$ cat src/rtl/alarm_trigger.sv
// Alarm-time store and trigger generator: two editable BCD alarms compared against clock_data.
// Optional ALARM_ONESHOT_EN: an alarm's enable clears on the cycle it fires.
module alarm_trigger #(
  parameter logic [23:0] ALARM1_INIT = 24'h070000,
  parameter logic [23:0] ALARM2_INIT = 24'h120000
) (
  input  logic        clk,
  input  logic        rst_n,
  input  logic [4:0]  key,
  input  logic [23:0] clock_data,
  output logic [1:0]  alarm_up_clk,
  output logic [23:0] alarm_data,
  output logic [1:0]  alarm_en,
  output logic [1:0]  set_state,
  output logic        alarm_sel
);

  localparam int unsigned HM_W = 16;
  localparam int unsigned TIME_W = 24;

  localparam logic [1:0] S_IDLE = 2'd0;
  localparam logic [1:0] S_HOUR = 2'd1;
  localparam logic [1:0] S_MIN  = 2'd2;

  logic [1:0]        state_q, state_d;
  logic              alarm_sel_q, alarm_sel_d;
  logic [1:0]        alarm_en_q, alarm_en_d;
  logic [HM_W-1:0]   alarm1_q, alarm1_d;
  logic [HM_W-1:0]   alarm2_q, alarm2_d;
  logic [1:0]        match_q, match_d;
  logic [1:0]        alarm_up_clk_q, alarm_up_clk_d;
  logic [TIME_W-1:0] alarm_data_q, alarm_data_d;
  logic [HM_W-1:0]   sel_hm, edit_hm;
  logic              time_zero_sec;
  logic              unused_player_keys;

  assign unused_player_keys = ^key[3:2];

  // BCD hour increment, 23 wraps to 00
  function automatic logic [7:0] inc_hour(input logic [7:0] h);
    if (h == 8'h23)         inc_hour = 8'h00;
    else if (h[3:0] == 4'd9) inc_hour = {h[7:4] + 4'd1, 4'd0};
    else                     inc_hour = {h[7:4], h[3:0] + 4'd1};
  endfunction

  // BCD minute increment, 59 wraps to 00 without touching the hour
  function automatic logic [7:0] inc_min(input logic [7:0] m);
    if (m == 8'h59)         inc_min = 8'h00;
    else if (m[3:0] == 4'd9) inc_min = {m[7:4] + 4'd1, 4'd0};
    else                     inc_min = {m[7:4], m[3:0] + 4'd1};
  endfunction

  always_comb begin
    state_d        = state_q;
    alarm_sel_d    = alarm_sel_q;
    alarm_en_d     = alarm_en_q;
    alarm1_d       = alarm1_q;
    alarm2_d       = alarm2_q;
    sel_hm         = alarm_sel_q ? alarm2_q : alarm1_q;
    edit_hm        = sel_hm;
    time_zero_sec  = (clock_data[7:0] == 8'h00);

    // The alarm being edited is masked so a half-edited value cannot fire
    match_d[0] = alarm_en_q[0] && (clock_data[23:8] == alarm1_q) && time_zero_sec
                 && !((state_q != S_IDLE) && !alarm_sel_q);
    match_d[1] = alarm_en_q[1] && (clock_data[23:8] == alarm2_q) && time_zero_sec
                 && !((state_q != S_IDLE) && alarm_sel_q);
    alarm_up_clk_d = match_d & ~match_q;

    // One key per cycle: MODE > UP > SEL; unlisted keys are dropped
    case (state_q)
      S_IDLE: begin
        if (key[0])      state_d = S_HOUR;
        else if (key[1]) alarm_en_d[alarm_sel_q] = ~alarm_en_q[alarm_sel_q];
        else if (key[4]) alarm_sel_d = ~alarm_sel_q;
      end
      S_HOUR: begin
        if (key[0])      state_d = S_MIN;
        else if (key[1]) edit_hm = {inc_hour(sel_hm[15:8]), sel_hm[7:0]};
      end
      S_MIN: begin
        if (key[0])      state_d = S_IDLE;
        else if (key[1]) edit_hm = {sel_hm[15:8], inc_min(sel_hm[7:0])};
      end
      default: state_d = S_IDLE;
    endcase

    if (alarm_sel_q) alarm2_d = edit_hm;
    else             alarm1_d = edit_hm;

`ifdef ALARM_ONESHOT_EN
    alarm_en_d = alarm_en_d & ~alarm_up_clk_d;
`endif

    alarm_data_d = {(alarm_sel_d ? alarm2_d : alarm1_d), 8'h00};
  end

  always_ff @(posedge clk) begin
    if (!rst_n) begin
      state_q        <= S_IDLE;
      alarm_sel_q    <= 1'b0;
      alarm_en_q     <= 2'b00;
      alarm1_q       <= ALARM1_INIT[23:8];
      alarm2_q       <= ALARM2_INIT[23:8];
      match_q        <= 2'b00;
      alarm_up_clk_q <= 2'b00;
      alarm_data_q   <= {ALARM1_INIT[23:8], 8'h00};
    end else begin
      state_q        <= state_d;
      alarm_sel_q    <= alarm_sel_d;
      alarm_en_q     <= alarm_en_d;
      alarm1_q       <= alarm1_d;
      alarm2_q       <= alarm2_d;
      match_q        <= match_d;
      alarm_up_clk_q <= alarm_up_clk_d;
      alarm_data_q   <= alarm_data_d;
    end
  end

  assign alarm_up_clk = alarm_up_clk_q;
  assign alarm_data   = alarm_data_q;
  assign alarm_en     = alarm_en_q;
  assign set_state    = state_q;
  assign alarm_sel    = alarm_sel_q;

endmodule

$ cat config.mk
export PLATFORM = sky130hd
export DESIGN_NAME = alarm_trigger
export DESIGN_NICKNAME = d
export VERILOG_FILES = /design/src/rtl/alarm_trigger.sv
export SDC_FILE = /design/constraint.sdc
export NUM_CORES = 1
export LEC_CHECK = 0
export ABC_CLOCK_PERIOD_IN_PS = 2550
export CAP_MARGIN = 10
export CELL_PAD_IN_SITES_DETAIL_PLACEMENT = 0
export CELL_PAD_IN_SITES_GLOBAL_PLACEMENT = 1
export CORE_UTILIZATION = 37
export DETAILED_ROUTE_END_ITERATION = 10
export PLACE_DENSITY = 0.81
export SLEW_MARGIN = 20
export SYNTH_ARGS = -nofsm -noshare
export SYNTH_HDL_FRONTEND = slang
export SYNTH_SLANG_ARGS = --single-unit
$ cat constraint.sdc
create_clock -name clk -period 2.55 [get_ports clk]
set_clock_uncertainty 0.1 [all_clocks]
set_input_delay 0.255 -clock clk [delete_from_list [all_inputs] [get_ports clk]]
set_output_delay 0.255 -clock clk [all_outputs]
set_load 0.01 [all_outputs]
==> impl_metrics.toml <==
[synth]
ys_ff_latch = 57
synthMuxAreaShare = 0.07883
postSynthCellCount = 428
ys_seq_area_frac = 0.3059
syn_avg_cell_area_um2 = 8.715
synth_flop_cell = "dfxtp_1"
async_reset_ff_frac = 0
ys_types = 72
synth-simple-area-share = 0.1892
synth_top_family_by_area = "compound AO/OA/AOI/OAI gates"
syn-cell-area_um2 = 3730
synth-xor-area-share = 0.08454
synthAdderAreaFrac = 0.03019
synth-edff-count = 0
synth_compound_area_frac = 0.2405
yosysWarnings = 0

[timing]
rsz0062_at_grt = "false"
max_freq_mhz = 417.9
period_needed_ns = 2.393
hold_viol = 0
relSlewSlack = 0.6623
setup_violations = 0
slew_viol_final = 0
finalCritPeriodShare = 0.9385
tns_ns = 0
worst_pin_slew_ns = 0.5012
finalWorstSetupSlack_ns = 0.1569

[floorplanning]
rows = 36
dieArea_um2 = 10490
die_y_um = 102.4
ios = 62
core_um2 = 9774
start_util = 0.3816
die_w_um = 102.4

[finish]
antenna_cells = 0
layout_common_cells = "56 x dfxtp_1, 50 x clkdlybuf4s50_1, 38 x nand2_1"
areaGrowthSynthToFinish_pct = 24.09
final_area_um2 = 4628
layout_commonest_cell = "dfxtp_1"
fin_nets = 521
drive_gt1_frac = 0.1358

[cts]
clkTransAtPathRegs_ns = 0.07
cts_max_level = 3
cts_tree = "yes"
clock_latency_ns = 0.35
clkSinkCount = 57
postCtsHoldBufs = 0
cts-buffers-inserted = 9
cts-root-buf = "clkbuf_8"
clockBufferDepth = 2

[power]
p_leak_nw = 1.762
ir_worst_vdd_mv = 0.2055
pwr_density_cell_nw_per_um2 = 519.1
design_power_total_mw = 2.403

[detailed_routing]
drt_first_pass_iters = 5
num_vias = 3496
drt-vias-per-instance = 5.648
drc = 0
drt_wl_total_um = 10490
drtAntennaViolNets = 0
wl_per_cell_um = 16.95
drt_iter0_markers = 274

[run]
max-cap-violations = 0

[critical_path]
cp_max_fo = 34
cpLargestDelayFamily = "compound AO/OA/AOI/OAI gates"
critical_path.cell_chain = "buf_12, mux2i_2, inv_1, ha_1, o21ai_1, a21boi_1, o41ai_1, buf_4, o221a_2"
endpoint_kind = "register"
cp_slowest_cell = "dfxtp_4"
critPathMaxStageDelay_ns = 0.45
path_buf_inv = 3
crit_type = "reg2reg"
cp.arrival_ns = 2.59
start_kind = "register"
cp.required_ns = 2.74

[global_route]
grt_max_degree = 35
grt_pass1_vias = 3347
antenna_found_initial = 0
grt_overflow = 0
grt_usage = 0.2133
grt_pass1_wl_um = 16990

[min_path]
holdCritPathClass = "reg2reg"

[placed_design]
gp_congestion = 0.8996
portBuffers = 51
dpl.hpwl_um = 7748
place_area_um2 = 4417
pre_cts_slack_ns = 0.07900

[outcome]
status = "finished clean"
==> power by group <==
part	internal, mW	switching (mW)	total, mW
Combinational	0.243	0.276	0.519
Sequential	0.931	0.0436	0.975
Clock	0.531	0.378	0.909
==> Yosys cell counts, types with 3 or more instances <==
master / count / area, µm²
a21boi_0: 3 / 22.52
mux2_2: 8 / 90.09
o21ai_0: 26 / 130.1
nand2_1: 38 / 142.6
a31oi_1: 3 / 18.77
o221a_2: 4 / 45.04
xor2_1: 20 / 175.2
nor4_1: 8 / 50.05
clkbuf_1: 17 / 63.81
inv_1: 11 / 41.29
a221oi_1: 9 / 78.83
o22ai_1: 5 / 31.28
ha_1: 9 / 112.6
buf_4: 10 / 75.07
nor3_1: 8 / 40.04
xnor2_1: 16 / 140.1
dfxtp_1: 57 / 1141
a21oi_1: 12 / 60.06
o21ba_2: 5 / 50.05
nor2_1: 15 / 56.30
and2_1: 6 / 37.54
a32oi_1: 4 / 35.03
a32o_1: 7 / 70.07
o211ai_1: 6 / 45.04
o211a_1: 7 / 70.07
nand4_1: 7 / 43.79
nand2b_1: 3 / 18.77
nand3_1: 13 / 65.06
nor2b_1: 4 / 25.02
mux2i_1: 19 / 190.2
buf_2: 9 / 45.04
nand4b_1: 4 / 35.03
o311a_1: 4 / 40.04
==> per-layer routing <==
layer,routed length (µm),vias to the layer above,track usage
met3,717,19,0.03420
met5,0,-,0
li1,-,1688,-
met2,4639,145,0.3309
met1,4898,1644,0.2897
met4,238,0,0.09890
==> what timing repair did <==
item | in CTS | in global routing
setup buffers | 0 | 0
setup endpoints to repair | 0 | 1
resized for setup | 0 | 1
==> sequential cells by signal, indices dropped and copies added (netlist names) <==
signal and flops:
alarm1_q 16, alarm2_q 16, alarm_data 16, alarm_en 2, alarm_up_clk 2, match_q 2, set_state 2, alarm_sel 1
==> final timing paths <==
path | from | to | slack [ns] | cells past startpoint
max reg2reg | alarm_sel | alarm_data[14] | 0.16 | 9
min | match_q[1] | alarm_up_clk[1] | 0.30 | 1
max | alarm_sel | alarm_data[14] | 0.16 | 9
min reg2reg | match_q[1] | alarm_up_clk[1] | 0.30 | 1
==> area by class of cell <==
cell class              instances  area [µm²]
flip-flops and latches         57        1145
well taps                     133       166.4
fillers                       945        5146
multi-input cells             328        2377
inverters                      11       41.29
clock buffers                  14       172.7
clock inverters                 2       35.03
repair buffers                 74       690.7
==> cell families (layout without fill, tap and decap cells) <==
kind of cell	after synthesis	after routing
AOI/OAI and AO/OA	119	119
xor gates and xnor gates	36	36
adders and majority gates	9	9
buffers and inverters	50	101
DFF	57	57
muxes	28	28
other	1	8
and+or+nand+nor	128	128
==> per-stage QoR <==
stage	hold WS (ns)	utilization	cells
global route	0.3249	0.4735	619
CTS	0.2970	0.4731	619
finish	0.2973	0.4735	619
detailed placement	0.2942	0.4519	603
floorplan	0.2742	-	435
global placement	0.2861	0.4519	603
No activity file was read; power rests on OpenSTA's default activity.
